### src/rtl/cal_pkg.sv
// Shared encodings for the two-client calculator scheduler: ALU op codes,
// sequencer states, register-file addresses and write-mux selects.
package cal_pkg;

    // ALU operation codes as presented on the DP 'c' lines
    typedef enum logic [1:0] {
        OP_XOR = 2'b00,
        OP_AND = 2'b01,
        OP_SUB = 2'b10,
        OP_ADD = 2'b11
    } op_e;

    // Sequencer states; the numeric value is exported on cso for debug
    typedef enum logic [3:0] {
        S_IDLE = 4'd0,
        S_LD1  = 4'd1,
        S_LD2  = 4'd2,
        S_EXE  = 4'd3,
        S_RD   = 4'd4,
        S_DONE = 4'd5
    } state_e;

    // Register-file addresses used by the fixed load/load/execute/read sequence
    localparam logic [1:0] REG_R1 = 2'b01;
    localparam logic [1:0] REG_R2 = 2'b10;
    localparam logic [1:0] REG_R3 = 2'b11;

    // Write-data mux selects
    localparam logic [1:0] SEL1_ALU = 2'b00;
    localparam logic [1:0] SEL1_IN2 = 2'b10;
    localparam logic [1:0] SEL1_IN1 = 2'b11;

endpackage

### src/rtl/cal_sched_if.sv
// Client-side bus of the scheduler: two level requesters with operands,
// their ack pulses, and the tagged result return.
interface cal_sched_if #(
    parameter int W = 3
);
    logic         req0;
    logic         req1;
    logic [1:0]   op0;
    logic [1:0]   op1;
    logic [W-1:0] a0;
    logic [W-1:0] b0;
    logic [W-1:0] a1;
    logic [W-1:0] b1;
    logic         ack0;
    logic         ack1;
    logic         res_valid;
    logic         res_id;
    logic [W-1:0] res_data;

    // Clients drive requests and operands, consume acks and results
    modport master (
        output req0, req1, op0, op1, a0, b0, a1, b1,
        input  ack0, ack1, res_valid, res_id, res_data
    );

    // Scheduler side
    modport slave (
        input  req0, req1, op0, op1, a0, b0, a1, b1,
        output ack0, ack1, res_valid, res_id, res_data
    );
endinterface

### src/rtl/rr_arb2.sv
// Two-input round-robin arbiter. A lone requester always wins; on contention
// the side named by the pointer wins. Each accepted grant moves the pointer
// to the side that lost.
module rr_arb2 (
    input  logic       clk,
    input  logic       rst,
    input  logic [1:0] req,
    input  logic       advance,
    output logic [1:0] gnt,
    output logic       ptr
);

    // Grant selection: one-hot, pointer only matters when both request
    always_comb begin
        gnt = 2'b00;
        case (req)
            2'b01:   gnt = 2'b01;
            2'b10:   gnt = 2'b10;
            2'b11:   gnt = ptr ? 2'b10 : 2'b01;
            default: gnt = 2'b00;
        endcase
    end

    // Pointer update: after a grant, favour the requester that did not win
    always_ff @(posedge clk or posedge rst) begin
        if (rst) begin
            ptr <= 1'b0;
        end else if (advance) begin
            ptr <= gnt[0];
        end
    end

endmodule

### src/rtl/cal_sched.sv
// Two-requester scheduler/sequencer for the shared 3-bit calculator datapath.
// Grants one client at a time, walks the DP through load R1, load R2,
// execute into R3 and read-out, then returns the result tagged with the
// requester ID. One operation every six cycles at best.
module cal_sched
    import cal_pkg::*;
#(
    parameter int W = 3
) (
    input  logic         CLK,
    input  logic         RST,
    cal_sched_if.slave   bus,
    output logic         busy,
    output logic [3:0]   cso,
    output logic [W-1:0] in1,
    output logic [W-1:0] in2,
    output logic [1:0]   sel1,
    output logic         sel2,
    output logic [1:0]   c,
    output logic [1:0]   WA,
    output logic         WE,
    output logic [1:0]   RAA,
    output logic [1:0]   RAB,
    output logic         REA,
    output logic         REB,
    input  logic [W-1:0] out
);

    state_e       state_q;
    state_e       state_d;
    logic [1:0]   req;
    logic [1:0]   gnt;
    logic         arb_ptr;
    logic         take;
    logic         id_q;
    logic [1:0]   op_q;
    logic [W-1:0] res_q;

    assign req = {bus.req1, bus.req0};

    rr_arb2 u_arb (
        .clk     (CLK),
        .rst     (RST),
        .req     (req),
        .advance (take),
        .gnt     (gnt),
        .ptr     (arb_ptr)
    );

    // A grant is only taken in IDLE; reset masks it so acks stay low while
    // reset is held even if a client keeps requesting.
    assign take     = (state_q == S_IDLE) && !RST && (gnt != 2'b00);
    assign bus.ack0 = take && gnt[0];
    assign bus.ack1 = take && gnt[1];

    assign bus.res_valid = (state_q == S_DONE);
    assign bus.res_id    = (state_q == S_DONE) ? id_q : 1'b0;
    assign bus.res_data  = res_q;

    assign busy = (state_q != S_IDLE);
    assign cso  = state_q;

    // State register
    always_ff @(posedge CLK or posedge RST) begin
        if (RST) begin
            state_q <= S_IDLE;
        end else begin
            state_q <= state_d;
        end
    end

    // Next state and DP control lines; anything not driven in a state is 0
    always_comb begin
        state_d = state_q;
        sel1    = SEL1_ALU;
        sel2    = 1'b0;
        c       = 2'b00;
        WA      = 2'b00;
        WE      = 1'b0;
        RAA     = 2'b00;
        RAB     = 2'b00;
        REA     = 1'b0;
        REB     = 1'b0;
        case (state_q)
            S_IDLE: begin
                if (take) begin
                    state_d = S_LD1;
                end
            end
            S_LD1: begin
                sel1    = SEL1_IN1;
                WA      = REG_R1;
                WE      = 1'b1;
                state_d = S_LD2;
            end
            S_LD2: begin
                sel1    = SEL1_IN2;
                WA      = REG_R2;
                WE      = 1'b1;
                state_d = S_EXE;
            end
            S_EXE: begin
                RAA     = REG_R1;
                RAB     = REG_R2;
                REA     = 1'b1;
                REB     = 1'b1;
                c       = op_q;
                sel1    = SEL1_ALU;
                WA      = REG_R3;
                WE      = 1'b1;
                state_d = S_RD;
            end
            S_RD: begin
                // R3 AND R3 passes R3 through the ALU onto the output gate
                RAA     = REG_R3;
                RAB     = REG_R3;
                REA     = 1'b1;
                REB     = 1'b1;
                c       = OP_AND;
                sel2    = 1'b1;
                state_d = S_DONE;
            end
            S_DONE: begin
                state_d = S_IDLE;
            end
            default: begin
                state_d = S_IDLE;
            end
        endcase
    end

    // Capture the winner's op, operands and ID in the grant cycle
    always_ff @(posedge CLK or posedge RST) begin
        if (RST) begin
            id_q <= 1'b0;
            op_q <= 2'b00;
            in1  <= '0;
            in2  <= '0;
        end else if (take) begin
            id_q <= gnt[1];
            op_q <= gnt[1] ? bus.op1 : bus.op0;
            in1  <= gnt[1] ? bus.a1 : bus.a0;
            in2  <= gnt[1] ? bus.b1 : bus.b0;
        end
    end

    // Result register: samples the gated DP output during read-out and
    // holds it until the next read-out
    always_ff @(posedge CLK or posedge RST) begin
        if (RST) begin
            res_q <= '0;
        end else if (state_q == S_RD) begin
            res_q <= out;
        end
    end

    // Contested grants follow the pointer, and the two acks never overlap
    a_contest_ptr : assert property (@(posedge CLK) disable iff (RST)
        (take && req == 2'b11) |-> (gnt[1] == arb_ptr));
    a_ack_onehot : assert property (@(posedge CLK) disable iff (RST)
        !(bus.ack0 && bus.ack1));
    a_ack_idle_only : assert property (@(posedge CLK) disable iff (RST)
        (bus.ack0 || bus.ack1) |-> (state_q == S_IDLE));

endmodule

### src/flat_wrapper.sv
// flat-port wrapper written by rule: the top's interface ports become plain ports
module cal_sched_flat import cal_pkg::*;
#(
    parameter int W = 3
)
  (CLK, RST, busy, cso, in1, in2, sel1, sel2, c, WA, WE, RAA, RAB, REA, REB, out, bus_req0, bus_req1, bus_op0, bus_op1, bus_a0, bus_b0, bus_a1, bus_b1, bus_ack0, bus_ack1, bus_res_valid, bus_res_id, bus_res_data);
  cal_sched_if #(.W(W)) bus_i ();
  input  logic CLK;
  input  logic RST;
  output logic busy;
  output logic [3:0] cso;
  output logic [W-1:0] in1;
  output logic [W-1:0] in2;
  output logic [1:0] sel1;
  output logic sel2;
  output logic [1:0] c;
  output logic [1:0] WA;
  output logic WE;
  output logic [1:0] RAA;
  output logic [1:0] RAB;
  output logic REA;
  output logic REB;
  input  logic [W-1:0] out;
  input wire logic [$bits(bus_i.req0)-1:0] bus_req0;
  input wire logic [$bits(bus_i.req1)-1:0] bus_req1;
  input wire logic [$bits(bus_i.op0)-1:0] bus_op0;
  input wire logic [$bits(bus_i.op1)-1:0] bus_op1;
  input wire logic [$bits(bus_i.a0)-1:0] bus_a0;
  input wire logic [$bits(bus_i.b0)-1:0] bus_b0;
  input wire logic [$bits(bus_i.a1)-1:0] bus_a1;
  input wire logic [$bits(bus_i.b1)-1:0] bus_b1;
  output wire logic [$bits(bus_i.ack0)-1:0] bus_ack0;
  output wire logic [$bits(bus_i.ack1)-1:0] bus_ack1;
  output wire logic [$bits(bus_i.res_valid)-1:0] bus_res_valid;
  output wire logic [$bits(bus_i.res_id)-1:0] bus_res_id;
  output wire logic [$bits(bus_i.res_data)-1:0] bus_res_data;
  assign bus_i.req0 = bus_req0;
  assign bus_i.req1 = bus_req1;
  assign bus_i.op0 = bus_op0;
  assign bus_i.op1 = bus_op1;
  assign bus_i.a0 = bus_a0;
  assign bus_i.b0 = bus_b0;
  assign bus_i.a1 = bus_a1;
  assign bus_i.b1 = bus_b1;
  assign bus_ack0 = bus_i.ack0;
  assign bus_ack1 = bus_i.ack1;
  assign bus_res_valid = bus_i.res_valid;
  assign bus_res_id = bus_i.res_id;
  assign bus_res_data = bus_i.res_data;
  cal_sched #(.W(W)) u_core (.CLK(CLK), .RST(RST), .bus(bus_i), .busy(busy), .cso(cso), .in1(in1), .in2(in2), .sel1(sel1), .sel2(sel2), .c(c), .WA(WA), .WE(WE), .RAA(RAA), .RAB(RAB), .REA(REA), .REB(REB), .out(out));
endmodule
### config.mk
export PLATFORM = sky130hd
export DESIGN_NAME = cal_sched_flat
export DESIGN_NICKNAME = d
export VERILOG_FILES = /design/src/rtl/cal_pkg.sv /design/src/rtl/cal_sched_if.sv /design/src/rtl/rr_arb2.sv /design/src/rtl/cal_sched.sv /design/src/flat_wrapper.sv
export SDC_FILE = /design/constraint.sdc
export NUM_CORES = 1
export LEC_CHECK = 0
export CAP_MARGIN = 20
export CORE_MARGIN = 5
export CORE_UTILIZATION = 40
export CTS_CLUSTER_DIAMETER = 60
export DETAILED_ROUTE_END_ITERATION = 10
export PLACE_DENSITY = 0.88
export SLEW_MARGIN = 0
export SYNTH_ARGS = -nofsm -noshare
export SYNTH_HDL_FRONTEND = slang
export SYNTH_SLANG_ARGS = --single-unit
### constraint.sdc
create_clock -name CLK -period 4.6 [get_ports CLK]
set_clock_uncertainty 0.15 [all_clocks]
set_input_delay 0.69 -clock CLK [delete_from_list [all_inputs] [get_ports CLK]]
set_output_delay 0.69 -clock CLK [all_outputs]
set_load 0.02 [all_outputs]
Yosys cells after proc, flatten, opt, wreduce, memory -nomap -nowiden --
Cells that the tools add are included. W data, S select, Z words.
Storage, ports and cells: bits of input ports 23, flip-flop bits (word level) 17, output and inout bits 32, word-level logic and storage cells 42
Operators by class: equality and inequality tests 9, reductions and logical operators 10, mux-type cells 16
Operators with widths (number):
- $pmux W4 S5 | 1
- $pmux W2 S2 | 4
- $pmux W2 S3 | 2
- $eq A4 B2 Y1 const B | 2
- $eq A4 B3 Y1 const B | 2
- $mux W3 | 2
- $eq A2 B2 Y1 const B | 2
- $eq A4 B1 Y1 const B | 1
- $logic_and A1 B1 Y1 | 4
- $logic_not A4 Y1 | 1
- $mux W1 | 4
- $mux W2 | 2
- $mux W4 | 1
- $reduce_bool A4 Y1 | 1
- $reduce_or A3 Y1 | 1
- $eq A2 B1 Y1 const B | 1
- $ne A2 B1 Y1 const B | 1
- $reduce_bool A2 Y1 | 1
- $reduce_or A2 Y1 | 1
- $logic_not A1 Y1 | 1

Logic depth before layout (Yosys ltp) --
Gate-level depths: netlist (run 1).
depth after elaboration 6, mapped depth 5, gate-level depth less buffers 3

Modules after synthesis --
A second synthesis (run 1) with hierarchy kept.
Second synthesis, totals: cell total of the unflattened synthesis 77, area total of the unflattened synthesis 935.9 sq um
Modules (own cells, without submodules):
- cal_sched | cells each 71, times used 1, sequential area each 375.4 sq um, area an instance 869.6 sq um
- rr_arb2 | cells each 6, times used 1, sequential area each 25.0 sq um, area an instance 66.3 sq um

Least setup slack after synthesis (run 1) --
No wires, ideal clock.
path kind input to output, start input RST, end output bus_ack1, data required time 3760 ps, data arrival time 1646 ps, path buffers 1, slack 2114 ps, cell stages on the path 4, path through o21ba_2 > buf_2 > nand2_1 > nor3_1
Between the ends: longest elaborated chain between the ends 4
Ends and longest elaborated chain:
- from (decl) | line flat_wrapper.sv:9 | input logic RST;
- $logic_not A1 Y1 | line cal_sched.sv:52 | assign take = (state_q == S_IDLE) && !RST && (gnt != 2'b00);
- $logic_and A1 B1 Y1 (2 in a row) | line cal_sched.sv:52
- $logic_and A1 B1 Y1 | line cal_sched.sv:54 | assign bus.ack1 = take && gnt[1];
- to (decl) | line flat_wrapper.sv:33 | output wire logic [$bits(bus_i.ack1)-1:0] bus_ack1;
No other way between the ends.

Final worst setup path (run 1) --
start input bus_req1, end output bus_ack1
Between the ends: longest elaborated chain between the ends 5, elaborated cells between the ends (all ways) 7, classes of those cells eq/ne: 3; mux: 1; reduce/logical: 3
Ends and longest elaborated chain:
- from (decl) | line flat_wrapper.sv:25 | input wire logic [$bits(bus_i.req1)-1:0] bus_req1;
- $eq A2 B2 Y1 or $eq A2 B1 Y1 (tied branches) | line rr_arb2.sv:16 | case (req)
- $pmux W2 S3 (*) | line rr_arb2.sv:16
- $reduce_bool A2 Y1 | line cal_sched.sv:52
- $logic_and A1 B1 Y1 | line cal_sched.sv:52
- $logic_and A1 B1 Y1 (*) | line cal_sched.sv:54
Every way passes the cells marked *; elsewhere a longest branch is shown, timed or not.

==> metrics, run 1 <==
status completed; Avg WL per Cell 15.2 µm; final total power 0.000990 W; Max Root-Sink Buffers 2; post-synth top area share 0.427; Synth Area in Compound Gates 0.204; CTS Sinks 16; Die ar. 0.00341 mm²; Vias 874; RSZ-0062 raised after global routing false; main combinational cell family by area after synthesis compound AO/OA/AOI/OAI gates; synth top area cells dfrtp_1 (43%), buf_4 (7.2%), nand3b_1 (6.4%), a21oi_1 (5.3%), a31oi_1 (5.3%); clk_lat worst skew 280 ps; DR pass1 iterations 4; Async S/R FF share, synth 1.00; Comb power frac 0.621; share of cells above drive strength 1 0.0929; Final setup viols 0; # rows 17; syn nets 120; Final GP Congestion 0.812; die width 58.4 µm; Port Buf Inserts 53; Mapped Cells 97; crit path launch type primary input; starting DRC count in detailed routing 12; HP Class reg -> reg; routed vias/inst 5.20; first-pass GRT wire length 4000 µm; critical path data required time 3760 ps; PostCTS Resize Cnt 0; synthesized flop and latch total 16; mapped cell area 938 µm²; Synth top cells by count dfrtp_1 (16), a21oi_1 (10), buf_4 (9); CP arrival 2690 ps; H-tree Lvls 1; Synth Warn # 0; final worst path period share 0.768; CP endpoint kind output port; total track usage 0.152; diode count 0; mux cell area share after synthesis 0.0360; vias in the first global route 875; power density cells 687 mW/mm²; Mapped Avg Cell Area 9.67 µm²; Sequential Power Share 0.285; Hold Buf Count CTS 0; initial core utilization 0.420; Final ANT Viol Nets 0; Synth Area in XOR/XNOR 0.00933; Die H 58.4 µm; leakage 0.574 nW; Syn-to-layout area delta 53.6%; largest net degree at the start of global routing 18; setup tns final 0 ps; peak supply drop 366 µV; critical path fanouts, max 11; number of enable flip-flop cells after synthesis 0; setup bufs post-CTS 0; Sw Ratio 0.432; Synth Area in Simple Gates 0.203; Yosys cell types 29; clock power share 0.094; Seq/Total Area, Yosys 0.427; critical path type in -> out; Detailed Place HPWL 2070 µm; Core Area 0.00223 mm²; Post-Synth Adder-Cell Area 0; grt total ovfl 0; minimum clock period 3530 ps; most common cell in the netlist dfrtp_1; total routed wirelength 2560 µm; root buf cell clkbuf_4; CTS Buf Count 3; DRC 0; total net switching power 0.000427 W; leading area contributor after synthesis dfrtp_1; worst slew pin tran 619 ps; CTS tree done; Reg clk slew, reported paths 90 ps; I/O Pins 55; Final nets 164; initial antenna violation count 0; Final Hold Vio Count 0; ys flop type dfrtp_1; Int Power 0.000563 W; worst rel slew slack 0.587; Peak Freq 283 MHz; fin. max-slew vios 0; max cap viols 0
power groups by stage:
stage | registers (W) | clock network (W) | logic [W]
after floorplan | 0.000314 | 0 | 0.000342
after global placement | 0.000282 | 0 | 0.000605
after detailed placement | 0.000284 | 0 | 0.000621
after CTS | 0.000282 | 0.0000936 | 0.000622
after global routing | 0.000294 | 0.000100 | 0.000653
final | 0.000282 | 0.0000928 | 0.000615
path summary, 6_finish.rpt:
kind | startpoint | end | slack [ps] | cells after the start
worst max-delay path | bus_req1 | bus_ack1 | 1070 | 5
worst min-delay path | u_core.bus.res_data[1]$_DFFE_PP0P_ | u_core.bus.res_data[1]$_DFFE_PP0P_ | 370 | 1
worst max register to register | u_core.cso[1]$_DFFE_PP0P_ | u_core.op_q[1]$_DFFE_PP0P_ | 2810 | 3
worst min register to register | u_core.bus.res_data[1]$_DFFE_PP0P_ | u_core.bus.res_data[1]$_DFFE_PP0P_ | 370 | 1
max in group asynchronous | RST | u_core.bus.res_data[2]$_DFFE_PP0P_ | 3230 | 2
min in group asynchronous | RST | u_core.u_arb.ptr$_DFFE_PP0P_ | 670 | 2
state kept, by name (all words and copies together) (netlist names):
signal	count
u_core.bus.res_data	3
u_core.in1	3
u_core.in2	3
u_core.id_q	1
u_core.op_q	2
u_core.cso	3
u_core.u_arb.ptr	1
layout by cell type (no fill, tap or decap), types with 2 or more instances in the layout:
master           netlist  final
a31oi_1                8      8
clkbuf_4               0      3
nor2_1                 5      5
dfrtp_1               16     16
clkdlybuf4s50_1        0     53
a21o_2                 2      2
mux2_2                 3      3
a21oi_1               10     10
and2_1                 2      2
nand3b_1               8      8
nor2b_1                3      3
nand2_1                2      2
inv_1                  3      3
o21ai_0                8      8
critical path, stage by stage:
cell and delay (ps):
clkdlybuf4s50_1 700, o21ba_2 340, nand2_1 120, nor3_1 210
clkdlybuf4s50_1 630
cell type report:
cell class,instances,area [µm²]
fillers,189,792
inverters,3,11.3
repair buffers,53,531
clock buffers,4,36.3
multi-input cells,64,428
flip-flops and latches,16,400
well taps,28,35.0
layer usage:
metal	GRT usage	up-vias	share of wire
met4	0.0497	0	0.0074
met3	0.0526	4	0.12
met5	0	-	0
met2	0.270	57	0.49
met1	0.168	393	0.38
li1	-	420	-
metrics by stage:
step	instances	utilization	setup slack (ps)	hold WS (ps)	area [µm²]
floorplan	97	-	2110	304	938
global placement	164	0.629	1120	338	1410
detailed placement	164	0.629	1120	334	1410
CTS	168	0.645	1090	358	1440
global route	168	0.645	943	394	1440
finish	168	0.645	1070	366	1440
logic make-up after synthesis:
family,Yosys count
AOI/OAI and AO/OA,32
and+or+nand+nor,27
buffers and inverters,17
DFF,16
muxes,3
xor gates and xnor gates,1
other,1
(Power assumes the default switching activity.)
==> inputs of run 2 (changes only) <==
CORE_UTILIZATION = 37   (was 40)
PLACE_DENSITY = 0.83   (was 0.88)
clock period = 3.47 ns   (was 4.6 ns; I/O delays follow)
==> run 2 against run 1 <==
Via count up 0.80%. Setup slack got worse by 560 ps. Combinational power grew 32%. Hold slack got worse by 13 ps. First-iteration DRC count increased by 25%.
==> metrics, run 2 (synthesis results as in run 1) <==
status completed; CTS tree done; Final Cell Area 0.00146 mm²; starting DRC count in detailed routing 15; routed vias/inst 5.12; diode count 0; Final ANT Viol Nets 0; Hold Buf Count CTS 0; CTS Sinks 16; CTS Buf Count 3; final core utilization 0.594; Syn-to-layout area delta 55.5%; critical path data required time 2800 ps; critical path type in -> out; Final nets 166; placed cells 168; first-pass GRT wire length 4040 µm; grt total ovfl 0; critical path fanouts, max 11; Final GP Congestion 0.830; # rows 18; Reg clk slew, reported paths 90 ps; initial antenna violation count 0; crit path launch type primary input; DRC 0; fillers 206; root buf cell clkbuf_4; Post-Layout Cell Count 172; leakage 0.584 nW; share of cells above drive strength 1 0.106; most used cell, CP clkdlybuf4s50_1; dpl cell area 0.00142 mm²; DR pass1 iterations 4; CP endpoint kind output port; critical path buffer and inverter count 2; Final Hold Vio Count 0; most common cell after layout, fill and taps aside clkdlybuf4s50_1; initial core utilization 0.382; Max Root-Sink Buffers 2; final worst path period share 0.854; Port Buf Inserts 53; max cap viols 0; setup bufs post-CTS 0; Core Area 0.00245 mm²; PostCTS Resize Cnt 0; Detailed Place HPWL 1930 µm; die width 60.4 µm; I/O Pins 55; power density cells 900 mW/mm²; minimum clock period 2960 ps; Largest delay share family, worst path buffers and inverters; RSZ-0062 raised after global routing false; clk_lat worst skew 280 ps; Die H 60.4 µm; most frequent cells in the layout clkdlybuf4s50_1 (53), dfrtp_1 (16), a21oi_1 (10); Final setup viols 0; fin. max-slew vios 0; largest net degree at the start of global routing 18; Vias 881; Worst path slowest cell clkdlybuf4s50_1; Crit path largest cell delay 640 ps; vias in the first global route 916; H-tree Lvls 1; HP Class reg -> reg; setup tns final 0 ps; total routed wirelength 2440 µm; Die ar. 0.00364 mm²; CP arrival 2290 ps; Peak Freq 338 MHz; cell breakdown of the critical path clkdlybuf4s50_1 -> o21ba_2 -> nand2_1 -> nor3_1 -> clkdlybuf4s50_1; Avg WL per Cell 14.2 µm; total track usage 0.144; peak supply drop 550 µV
run 2: cell count changes in the layout (fill, tap and decap cells not counted):
cell,before,now
buf_4,0,2
run 2: routing by layer:
metal  global-route usage  share of wire  up-vias  wire (µm)
li1                     -              -      424          -
met1                0.179           0.42      401       1020
met2                0.238           0.47       52       1150
met3               0.0404           0.11        4        260
met4               0.0538         0.0070        0         17
met5                    0              0        -          0
run 2: worst reg2reg max path, delay by kind of cell (launching register included):
kind            cells  cell delay (ps)
simple gates        2              880
flops               1              530
compound gates      1              150
run 2: final cells by class:
class	count	area [µm²]	area share
Multi-Input combinational cell	64	428	0.293
Clock buffer	4	36.3	0.0249
Tap cell	30	37.5	0.0257
Sequential cell	16	400	0.274
Inverter	3	11.3	0.00772
Timing Repair Buffer	55	546	0.374
run 2: path summary, 6_finish.rpt:
kind	startpoint	end	slack [ps]	depth (start not counted)
worst max-delay path	RST	bus_ack1	510	5
worst min-delay path	u_core.id_q$_DFFE_PP0P_	u_core.id_q$_DFFE_PP0P_	350	2
worst max register to register	u_core.cso[2]$_DFFE_PP0P_	u_core.in2[2]$_DFFE_PP0P_	1640	3
worst min register to register	u_core.id_q$_DFFE_PP0P_	u_core.id_q$_DFFE_PP0P_	350	2
max in group asynchronous	RST	u_core.in1[2]$_DFFE_PP0P_	2530	3
min in group asynchronous	RST	u_core.in1[0]$_DFFE_PP0P_	460	3
run 2: power by group:
part / switching (W) / total (W) / internal (W) / leakage [nW]
logic: 0.000407 / 0.000813 / 0.000407 / 0.377
clock network: 0.0000578 / 0.000122 / 0.0000638 / 0.0210
registers: 0.000100 / 0.000378 / 0.000277 / 0.186
run 2: per-stage QoR:
| step | hold slack (ps) | power, W | setup slack [ps] |
|---|---|---|---|
| 3_5_place_dp | 334 | 0.00120 | 529 |
| 2_1_floorplan | 290 | 0.000869 | 1250 |
| 3_3_place_gp | 328 | 0.00118 | 569 |
| 6_report | 352 | 0.00131 | 507 |
| 5_1_grt | 395 | 0.00140 | 373 |
| 4_1_cts | 357 | 0.00132 | 506 |
